`src/rtl/spi_line_receiver_pkg.sv`:
```
// Shared definitions for the SPI line receiver: command codes, line geometry
// defaults and the burst-decoder state encoding.
package spi_line_receiver_pkg;

    localparam logic [7:0] FRAME_START_CODE    = 8'h3F;
    localparam logic [7:0] LINE_CONT_CODE      = 8'h6B;
    localparam int         DEF_LINE_BYTES      = 480;
    localparam int         DEF_LINES_PER_FRAME = 240;

    typedef enum logic [1:0] {
        IDLE = 2'd0,
        CMD  = 2'd1,
        DATA = 2'd2,
        DROP = 2'd3
    } state_e;

endpackage

```
`src/rtl/spi_line_receiver_input_sync.sv`:
```
// Multi-flop synchronizer for one asynchronous SPI pin with edge detection on
// the synchronized value. RST_VAL sets the level assumed while in reset, so a
// pin already at that level produces no edge once reset releases.
module spi_input_sync #(
    parameter int   STAGES  = 2,
    parameter logic RST_VAL = 1'b0
) (
    input  logic clock,
    input  logic reset,
    input  logic async_i,
    output logic sync_o,
    output logic rise_o,
    output logic fall_o
);

    logic [STAGES-1:0] sync_q;
    logic              prev_q;

    // Synchronizer chain plus one extra flop to compare against for edges.
    always_ff @(posedge clock or posedge reset) begin
        if (reset) begin
            sync_q <= {STAGES{RST_VAL}};
            prev_q <= RST_VAL;
        end else begin
            sync_q <= {sync_q[STAGES-2:0], async_i};
            prev_q <= sync_q[STAGES-1];
        end
    end

    assign sync_o = sync_q[STAGES-1];
    assign rise_o = sync_q[STAGES-1] & ~prev_q;
    assign fall_o = ~sync_q[STAGES-1] & prev_q;

endmodule

```
`src/rtl/spi_line_receiver.sv`:
```
// SPI mode-0 slave front end: oversamples SCK/CS/MOSI, assembles bytes MSB
// first, decodes the burst command and streams payload bytes to the line FIFO
// with line/frame framing flags and length-error reporting.
module spi_line_receiver
    import spi_line_receiver_pkg::*;
#(
    parameter int         SYNC_STAGES     = 2,
    parameter int         LINE_BYTES      = DEF_LINE_BYTES,
    parameter int         LINES_PER_FRAME = DEF_LINES_PER_FRAME,
    parameter logic [7:0] CMD_FRAME_START = FRAME_START_CODE,
    parameter logic [7:0] CMD_LINE_CONT   = LINE_CONT_CODE
) (
    input  logic       clock,
    input  logic       reset,
    input  logic       spi_clock,
    input  logic       spi_cs,
    input  logic       spi_data,
    input  logic       fifo_full_i,
    output logic       write_to_fifo,
    output logic [7:0] fifo_data_o,
    output logic       frame_start_o,
    output logic       line_start_o,
    output logic       line_done_o,
    output logic       frame_done_o,
    output logic [7:0] line_index_o,
    output logic       short_line_o,
    output logic       long_line_o,
    output logic       overflow_o,
    output logic       bad_cmd_o
);

    localparam logic [9:0] LB        = 10'(LINE_BYTES);
    localparam logic [7:0] LAST_LINE = 8'(LINES_PER_FRAME - 1);

    logic sck_s, sck_rise, sck_fall;
    logic cs_s, cs_rise, cs_fall;
    logic [SYNC_STAGES-1:0] mosi_q;
    logic unused_sck;

    // CS resets to "asserted" so a burst interrupted by reset shows no
    // cs_fall and is ignored until the host starts a fresh one.
    spi_input_sync #(.STAGES(SYNC_STAGES), .RST_VAL(1'b0)) u_sck (
        .clock(clock), .reset(reset), .async_i(spi_clock),
        .sync_o(sck_s), .rise_o(sck_rise), .fall_o(sck_fall));
    spi_input_sync #(.STAGES(SYNC_STAGES), .RST_VAL(1'b0)) u_cs (
        .clock(clock), .reset(reset), .async_i(spi_cs),
        .sync_o(cs_s), .rise_o(cs_rise), .fall_o(cs_fall));

    assign unused_sck = ^{sck_s, sck_fall};

    // MOSI needs no edge detect; same depth keeps it aligned with SCK.
    always_ff @(posedge clock or posedge reset) begin
        if (reset) mosi_q <= '0;
        else       mosi_q <= {mosi_q[SYNC_STAGES-2:0], spi_data};
    end

    // A rise coinciding with cs_rise still belongs to the burst (CS was low
    // up to this cycle), so the last bit of a byte is never lost.
    logic       sample;
    logic [7:0] shift_q;
    logic [2:0] bit_cnt_q;
    logic       byte_done_q;
    logic [1:0] cs_rise_q;
    logic       cs_end;

    assign sample = sck_rise & (~cs_s | cs_rise);
    assign cs_end = cs_rise_q[1];

    // Bit assembly; cs_rise discards a partial byte.
    always_ff @(posedge clock or posedge reset) begin
        if (reset) begin
            shift_q     <= '0;
            bit_cnt_q   <= '0;
            byte_done_q <= 1'b0;
        end else begin
            byte_done_q <= 1'b0;
            if (sample) begin
                shift_q <= {shift_q[6:0], mosi_q[SYNC_STAGES-1]};
                if (bit_cnt_q == 3'd7) begin
                    bit_cnt_q   <= '0;
                    byte_done_q <= 1'b1;
                end else if (cs_rise) begin
                    bit_cnt_q <= '0;
                end else begin
                    bit_cnt_q <= bit_cnt_q + 3'd1;
                end
            end else if (cs_rise) begin
                bit_cnt_q <= '0;
            end
        end
    end

    // Delay the end of burst by two cycles so a byte completing on the last
    // SCK edge is fully accounted before the line is closed.
    always_ff @(posedge clock or posedge reset) begin
        if (reset) cs_rise_q <= '0;
        else       cs_rise_q <= {cs_rise_q[0], cs_rise};
    end

    state_e     state_q, state_d;
    logic [7:0] line_index_q, line_index_d;
    logic       started_q, started_d;
    logic [9:0] byte_cnt_q, byte_cnt_d;
    logic       overflow_q, overflow_d;
    logic [7:0] data_q, data_d;
    logic       wr_q, wr_d, fs_q, fs_d, ls_q, ls_d, ld_q, ld_d;
    logic       fd_q, fd_d, sh_q, sh_d, lg_q, lg_d, bad_q, bad_d;

    // Burst decoder state and registered output strobes.
    always_ff @(posedge clock or posedge reset) begin
        if (reset) begin
            state_q      <= IDLE;
            line_index_q <= '0;
            started_q    <= 1'b0;
            byte_cnt_q   <= '0;
            overflow_q   <= 1'b0;
            data_q       <= '0;
            {wr_q, fs_q, ls_q, ld_q, fd_q, sh_q, lg_q, bad_q} <= '0;
        end else begin
            state_q      <= state_d;
            line_index_q <= line_index_d;
            started_q    <= started_d;
            byte_cnt_q   <= byte_cnt_d;
            overflow_q   <= overflow_d;
            data_q       <= data_d;
            {wr_q, fs_q, ls_q, ld_q, fd_q, sh_q, lg_q, bad_q} <=
                {wr_d, fs_d, ls_d, ld_d, fd_d, sh_d, lg_d, bad_d};
        end
    end

    // Command decode, payload routing and end-of-line classification.
    always_comb begin
        state_d      = state_q;
        line_index_d = line_index_q;
        started_d    = started_q;
        byte_cnt_d   = byte_cnt_q;
        overflow_d   = overflow_q;
        data_d       = data_q;
        {wr_d, fs_d, ls_d, ld_d, fd_d, sh_d, lg_d, bad_d} = '0;
        unique case (state_q)
            IDLE: if (cs_fall) state_d = CMD;
            CMD: begin
                if (byte_done_q) begin
                    byte_cnt_d = '0;
                    if (shift_q == CMD_FRAME_START) begin
                        fs_d         = 1'b1;
                        ls_d         = 1'b1;
                        line_index_d = '0;
                        started_d    = 1'b1;
                        overflow_d   = 1'b0;
                        state_d      = DATA;
                    end else if (shift_q == CMD_LINE_CONT) begin
                        ls_d      = 1'b1;
                        started_d = 1'b1;
                        if (!started_q)                line_index_d = '0;
                        else if (line_index_q != 8'hFF) line_index_d = line_index_q + 8'd1;
                        state_d = DATA;
                    end else begin
                        bad_d   = 1'b1;
                        state_d = DROP;
                    end
                end else if (cs_end) begin
                    state_d = IDLE;
                end
            end
            DATA: begin
                if (byte_done_q) begin
                    if (fifo_full_i) begin
                        overflow_d = 1'b1;
                    end else if (byte_cnt_q < LB) begin
                        wr_d   = 1'b1;
                        data_d = shift_q;
                    end
                    if (byte_cnt_q != 10'h3FF) byte_cnt_d = byte_cnt_q + 10'd1;
                end else if (cs_end) begin
                    ld_d       = 1'b1;
                    sh_d       = (byte_cnt_q < LB);
                    lg_d       = (byte_cnt_q > LB);
                    fd_d       = (line_index_q == LAST_LINE);
                    byte_cnt_d = '0;
                    state_d    = IDLE;
                end
            end
            DROP: if (cs_end) state_d = IDLE;
            default: state_d = IDLE;
        endcase
    end

    assign write_to_fifo = wr_q;
    assign fifo_data_o   = data_q;
    assign frame_start_o = fs_q;
    assign line_start_o  = ls_q;
    assign line_done_o   = ld_q;
    assign frame_done_o  = fd_q;
    assign line_index_o  = line_index_q;
    assign short_line_o  = sh_q;
    assign long_line_o   = lg_q;
    assign overflow_o    = overflow_q;
    assign bad_cmd_o     = bad_q;

endmodule

```
`config.mk`:
```
export PLATFORM = sky130hd
export DESIGN_NAME = spi_line_receiver
export DESIGN_NICKNAME = d
export VERILOG_FILES = /design/src/rtl/spi_line_receiver_pkg.sv /design/src/rtl/spi_line_receiver_input_sync.sv /design/src/rtl/spi_line_receiver.sv
export SDC_FILE = /design/constraint.sdc
export NUM_CORES = 1
export LEC_CHECK = 0
export ABC_AREA = 1
export CAP_MARGIN = 0
export CORE_MARGIN = 4
export CORE_UTILIZATION = 60
export DETAILED_ROUTE_END_ITERATION = 6
export PLACE_DENSITY = 0.84
export SLEW_MARGIN = 5
export SYNTH_ARGS = -nofsm -noshare
export SYNTH_HDL_FRONTEND = slang
export SYNTH_SLANG_ARGS = --single-unit
export TNS_END_PERCENT = 20
```
`constraint.sdc`:
```
create_clock -name clock -period 4.84 [get_ports clock]
set_input_delay 1.21 -clock clock [delete_from_list [all_inputs] [get_ports clock]]
set_output_delay 1.21 -clock clock [all_outputs]
set_load 0.02 [all_outputs]
```
==> results of run 1 <==
## through the flow
| step | setup WS [ns] | total power (uW) | hold WS [ns] | cell area, um2 | utilization |
|---|---|---|---|---|---|
| 5_1_grt | 2.13 | 1100 | 0.361 | 3270 | 0.747 |
| 2_1_floorplan | 2.15 | 608 | 0.331 | 2750 | - |
| 6_report | 2.18 | 1060 | 0.349 | 3270 | 0.747 |
| 3_5_place_dp | 2.23 | 632 | 0.335 | 3080 | 0.703 |
| 3_3_place_gp | 2.26 | 625 | 0.333 | 3080 | 0.703 |
| 4_1_cts | 2.18 | 1070 | 0.350 | 3270 | 0.747 |
## final timing paths
| kind | startpoint | to | slack [ns] | cells after the start |
|---|---|---|---|---|
| setup / recovery | line_index_o[3] | line_index_o[3] | 2.18 | 1 |
| setup reg to reg | shift_q[6] | line_index_o[6] | 3.18 | 8 |
| max in group asynchronous | reset | shift_q[6] | 2.68 | 3 |
| min in group asynchronous | reset | frame_start_o | 1.45 | 2 |
| hold reg to reg | u_cs.sync_q[0] | u_cs.sync_q[1] | 0.35 | 0 |
| hold / removal | u_cs.sync_q[0] | u_cs.sync_q[1] | 0.35 | 0 |
## layer usage
metal	share of wire	vias to the layer above	GRT usage	wire length, um
li1	-	1067	-	-
met1	0.44	1011	0.265	2300
met2	0.48	57	0.339	2510
met3	0.049	13	0.0501	252
met4	0.024	0	0.115	125
met5	0	-	0	0
## power groups by stage
stage,logic (uW),registers [uW],clock network [uW]
floorplan,53.4,555,0
global placement,67.4,558,0
detailed placement,72.0,560,0
CTS,72.8,551,442
global route,83.6,556,459
finish,71.3,551,435
## final cells by class
type,instances,area [um2],share of cell area
Clock inverter,7,67.6,0.0206
Multi-Input combinational cell,202,1040,0.319
Timing Repair Buffer,31,308,0.0940
Sequential cell,60,1500,0.459
Inverter,44,165,0.0504
Clock buffer,9,124,0.0378
Tap cell,52,65.1,0.0199
## sequential cells by signal, indices dropped and copies added (netlist names), 2 cells and up
| register | cells |
|---|---|
| byte_cnt_q | 10 |
| fifo_data_o | 8 |
| line_index_o | 8 |
| shift_q | 8 |
| bit_cnt_q | 3 |
| cs_rise_q | 2 |
| mosi_q | 2 |
| state_q | 2 |
| u_cs.sync_q | 2 |
| u_sck.sync_q | 2 |
## cells in the final DEF (no fill, tap or decap), types with 3 or more instances in the layout
master           netlist  layout
xor2_1                 3       3
o21ai_0               14      14
nor2_2                 3       3
o21ai_1               14      14
clkinv_2               0       3
clkbuf_8               0       9
nand3_2                3       3
nor3_1                 3       3
ha_1                   5       5
nand2_2                6       6
nor2_1                20      20
nand3_1               19      19
nand2_1               86      86
clkinvlp_4             0       3
inv_1                 39      38
dfrtp_1               60      60
nand4_1                7       7
clkdlybuf4s50_1        0      30
inv_2                  5       6
## kinds of logic (layout without fill, tap and decap cells)
| group | count (synthesis) | in the layout | synth area share |
|---|---|---|---|
| AND/OR/NAND/NOR | 156 | 156 | 0.267 |
| flip-flops | 60 | 60 | 0.545 |
| buffers and inverters | 50 | 91 | 0.0759 |
| AO/OA/AOI/OAI | 37 | 37 | 0.0768 |
| adder cells (fa/ha/maj) | 5 | 5 | 0.0227 |
| XOR/XNOR | 4 | 4 | 0.0127 |
==> metrics.csv, run 1 <==
stage;metric;value;unit
detailed_routing;vias per inst;5.30;
synthesis;Avg Synthesized Cell Area;8.83;um2
finish;Layout area overhead;18.9;%
die;die height;75.8;um
grt;initial antenna violation count;0;
grt;first-pass GRT wire length;8960;um
setup_path;crit path max fanout;7;
clock_tree;Hold-fix buffers, CTS;0;
synthesis;Area contributors post-synth;dfrtp_1 (55%), nand2_1 (12%), inv_1 (5.3%), nand3_1 (3.5%), nor2_1 (2.7%);
worst_hold_path;Hold WC Path Type;flip-flop to flip-flop;
synthesis;post-synthesis cell count;312;
setup_path;Worst setup EP type;output pin;
clock_tree;H-tree depth;3;
synthesis;EDFF count, synth;0;
placed_design;Port Buf Inserts;30;
placed_design;GPL Wtd Cong;0.867;
synthesis;number of distinct library cells after synthesis;35;
grt;Total Routing Usage GR;0.212;
finish;share of cells above drive strength 1;0.127;
detailed_routing;initial DRC count;114;
power;VDD IR max;0.276;mV
clock_tree;TritonCTS clock tree;yes;
detailed_routing;drt pass-1 iters;4;
power;Logic pwr share;0.067;
synthesis;Synth top cells by count;nand2_1 (86), dfrtp_1 (60), inv_1 (39), nor2_1 (20), nand3_1 (19);
power;Pleak;0.00157;uW
synthesis;cell area after synthesis;0.00275;mm2
sta;setup TNS;0;ns
setup_path;crit-path leading delay family;buffers and inverters;
sta;final hold viol count;0;
synthesis;Yosys reg bits;60;
die;# rows;24;
setup_path;Critical Path RT;3.63;ns
clock_tree;number of CTS-inserted buffers;9;
synthesis;cell taking the most area after synthesis;dfrtp_1;
detailed_routing;DR vias;2148;
sta;Period Utilization, post-route;0.550;
synthesis;Synth Net Count;323;
synthesis;register area share after synthesis;0.545;
detailed_routing;wire per inst;12.8;um
job;Max-Cap Viols;0;
sta;crit path time final;2.66;ns
detailed_routing;Total Wirelength;5190;um
clock_tree;Root Driver;clkbuf_8;
sta;Max Freq;376;MHz
finish;# fillers;313;
synthesis;FFs w/ async S/R, synth;1.00;
die;die area;0.00574;mm2
setup_path;Worst EP arrival;1.45;ns
sta;Setup Skew;0.00851;ns
power;NetSw;269;uW
sta;worst slew pin tran;1.07;ns
synthesis;Post-synth top flop;dfrtp_1;
setup_path;Buf+Inv Stages, Crit Path;1;
clock_tree;post-CTS setup buffers;0;
die;initial core utilization;0.628;
die;I/O Pins;31;
setup_path;CP max-delay cell;clkdlybuf4s50_1;
power;Clock Power Share;0.411;
setup_path;max incr delay on CP;0.65;ns
grt;GRT overflow;0;
setup_path;critical path, cell by cell;clkdlybuf4s50_1;
clock_tree;Clock transition at path regs;0.07;ns
setup_path;critical path class;flip-flop to output pin;
die;Die W;75.8;um
clock_tree;Clock Path Buffers;2;
detailed_routing;DRC violations left;0;
clock_tree;CTS resizes;0;
setup_path;Critical Path Source Type;flip-flop;
synthesis;Yosys warnings;0;
power;Pint;788;uW
clock_tree;Skew-Pair Late Insertion Delay;0.34;ns
die;core area;0.00438;mm2
finish;# diodes;0;
finish;nets;359;
sta;Setup Viol. Count Final;0;
clock_tree;Sink Count;60;
sta;unrepaired setup endpoints after global routing;false;
power;Reg power frac;0.521;
synthesis;count leader, synth;nand2_1;
placed_design;post-DP HPWL;3680;um
finish;final cell count without fillers;405;
power;switching share of total power;0.254;
placed_design;dpl cells;389;
sta;Slew Limit Fails;0;
run_status;status;complete, no violations;
grt;largest net degree at the start of global routing;55;
detailed_routing;Detail Route Antenna Nets;0;
sta;slew margin rel.;0.288;
grt;number of global-route vias before repair;2077;
synthesis;Yosys top cell area share;0.545;
power;PwrDens;323;mW/mm2
Power figures use the tool's default switching activity.
==> run 2, diff against run 1 <==
--- a/config.mk
+++ b/config.mk
@@ -8,9 +8,9 @@
 export ABC_AREA = 1
 export CAP_MARGIN = 0
 export CORE_MARGIN = 4
-export CORE_UTILIZATION = 60
+export CORE_UTILIZATION = 50
 export DETAILED_ROUTE_END_ITERATION = 6
-export PLACE_DENSITY = 0.84
+export PLACE_DENSITY = 0.75
 export SLEW_MARGIN = 5
 export SYNTH_ARGS = -nofsm -noshare
 export SYNTH_HDL_FRONTEND = slang
==> constraint.sdc (replaced) <==
create_clock -name clock -period 2.23 [get_ports clock]
set_input_delay 0.5575 -clock clock [delete_from_list [all_inputs] [get_ports clock]]
set_output_delay 0.5575 -clock clock [all_outputs]
set_load 0.02 [all_outputs]
==> run 2 against run 1 <==
  * Worst setup slack got worse by 1.9 ns
  * Total power rose by 120%
  * Final area grew 1.4%
  * Clock power up 130%
  * Die area increased by 18%
  * Core utilization is 11 points lower
  * Non-clock buffer count unchanged
  * Via count shrank 3.4%
  * Register-to-register slack worse by 2.5 ns
  * Critical endpoint unchanged
  * Largest power group unchanged
==> metrics.csv, run 2 (synthesis gave the netlist of run 1 again) <==
stage;metric;value;unit;change
run_status;status;complete, no violations;;
setup_path;crit-path leading delay family;buffers and inverters;;
die;initial core utilization;0.526;;-0.102
finish;Layout area overhead;20.6;%;
grt;Total Routing Usage GR;0.164;;-0.0479
clock_tree;TritonCTS clock tree;yes;;
detailed_routing;Detail Route Antenna Nets;0;;unchanged
setup_path;Worst EP arrival;1.43;ns;-0.02 ns
setup_path;Critical Path RT;1.67;ns;-1.96 ns
grt;number of global-route vias before repair;1917;;-7.7%
clock_tree;Clock transition at path regs;0.06;ns;about the same
setup_path;Buf+Inv Stages, Crit Path;1;;unchanged
finish;share of cells above drive strength 1;0.119;;-0.00816
clock_tree;Sink Count;60;;unchanged
clock_tree;Skew-Pair Late Insertion Delay;0.33;ns;about the same
clock_tree;Hold-fix buffers, CTS;0;;unchanged
grt;GRT overflow;0;;unchanged
sta;setup TNS;0;ns;unchanged
die;Die W;82.2;um;+8.5%
sta;Setup Skew;0.00646;ns;-0.00205 ns
finish;Util after Layout;0.634;;-0.113
setup_path;critical path class;flip-flop to output pin;;
clock_tree;CTS resizes;0;;unchanged
clock_tree;number of CTS-inserted buffers;9;;unchanged
setup_path;max incr delay on CP;0.65;ns;about the same
worst_hold_path;Hold WC Path Type;flip-flop to flip-flop;;
die;# rows;26;;+8.3%
clock_tree;Clock Path Buffers;2;;unchanged
placed_design;Port Buf Inserts;30;;unchanged
die;I/O Pins;31;;unchanged
die;die area;0.00676;mm2;+18%
setup_path;CP max-delay cell;clkdlybuf4s50_1;;
sta;Max Freq;502;MHz;
power;Pleak;0.00158;uW;+1.0%
clock_tree;H-tree depth;3;;unchanged
power;PwrDens;704;mW/mm2;+120%
finish;commonest cells after routing, fill and taps aside;nand2_1 (86), dfrtp_1 (60), inv_1 (38), clkdlybuf4s50_1 (30), nor2_1 (20);;
placed_design;DP Worst Slack;0.589;ns;-1.64 ns
setup_path;Critical Path Source Type;flip-flop;;
sta;unrepaired setup endpoints after global routing;false;;
sta;crit path time final;1.99;ns;
clock_tree;post-CTS setup buffers;0;;unchanged
setup_path;critical path, cell by cell;clkdlybuf4s50_1;;
sta;Period Utilization, post-route;0.893;;
die;core area;0.00524;mm2;+19%
setup_path;crit path max fanout;7;;unchanged
sta;final hold viol count;0;;unchanged
sta;Slew Limit Fails;0;;unchanged
setup_path;Worst setup EP type;output pin;;
sta;slew margin rel.;0.647;;+0.359
power;VDD IR max;0.496;mV;+80%
sta;post-route setup slack;0.238;ns;-1.94 ns
placed_design;GPL Wtd Cong;0.782;;-9.9%
finish;largest reg by FF count;byte_cnt_q;;
detailed_routing;initial DRC count;84;;-26%
detailed_routing;DRC violations left;0;;unchanged
grt;initial antenna violation count;0;;unchanged
die;die height;82.2;um;+8.5%
clock_tree;Root Driver;clkbuf_8;;
sta;Setup Viol. Count Final;0;;unchanged
finish;Largest register FFs;10;;unchanged
grt;first-pass GRT wire length;8310;um;-7.2%
detailed_routing;Total Wirelength;4860;um;-6.3%
finish;# diodes;0;;unchanged
placed_design;post-DP HPWL;3470;um;-5.7%
finish;commonest non-fill, non-tap cell in the layout;nand2_1;;
finish;nets;359;;unchanged
detailed_routing;drt pass-1 iters;4;;unchanged
sta;worst slew pin tran;0.528;ns;-0.539 ns
detailed_routing;vias per inst;4.91;;-7.3%
detailed_routing;wire per inst;11.5;um;-10%
grt;largest net degree at the start of global routing;61;;+11%
job;Max-Cap Viols;0;;unchanged
detailed_routing;DR vias;2074;;-3.4%
-- run 2: area by class of cell --
cell class              instances  area [um2]
clock buffers                  14         173
repair buffers                 31         320
fillers                       450        1920
inverters                      44         165
clock inverters                 1        30.0
multi-input cells             202        1040
well taps                      70        87.6
flip-flops and latches         60        1500
-- run 2: metal layers --
metal,vias to the layer above,share of wire,track usage
li1,1064,-,-
met1,962,0.48,0.208
met2,38,0.45,0.258
met3,10,0.042,0.0401
met4,0,0.024,0.0897
met5,-,0,0
-- run 2: path summary, 6_finish.rpt --
| check | startpoint | to | slack (ns) | depth (start not counted) |
|---|---|---|---|---|
| min reg2reg | cs_rise_q[0] | cs_rise_q[1] | 0.35 | 0 |
| max | line_index_o[3] | line_index_o[3] | 0.24 | 1 |
| max in group asynchronous | reset | shift_q[4] | 1.37 | 3 |
| max reg2reg | shift_q[6] | line_index_o[3] | 0.66 | 8 |
| min | cs_rise_q[0] | cs_rise_q[1] | 0.35 | 0 |
| min in group asynchronous | reset | line_index_o[0] | 0.60 | 3 |
-- run 2: where the power goes --
group | total, uW | switching [uW] | internal, uW
clock network | 994 | 391 | 603
registers | 1200 | 49.8 | 1150
logic | 148 | 89.1 | 59.2
-- run 2: stage by stage --
step                      power [uW]  std cells  cell area, um2  hold slack, ns
after floorplan                 1320        312            2750           0.331
after global placement          1360        407            3120           0.334
after detailed placement        1370        407            3120           0.336
after CTS                       2370        422            3320           0.348
after global routing            2450        422            3320           0.353
final                           2340        422            3320           0.345
==> run 3, diff against run 2 <==
--- a/config.mk
+++ b/config.mk
@@ -9,8 +9,10 @@
 export CAP_MARGIN = 0
 export CORE_MARGIN = 4
 export CORE_UTILIZATION = 50
+export CTS_CLUSTER_SIZE = 25
 export DETAILED_ROUTE_END_ITERATION = 6
 export PLACE_DENSITY = 0.75
+export SKIP_CTS_REPAIR_TIMING = 1
 export SLEW_MARGIN = 5
 export SYNTH_ARGS = -nofsm -noshare
 export SYNTH_HDL_FRONTEND = slang
==> results of run 3 <==
Final layout, timing and power as in run 2 (identical DEF).
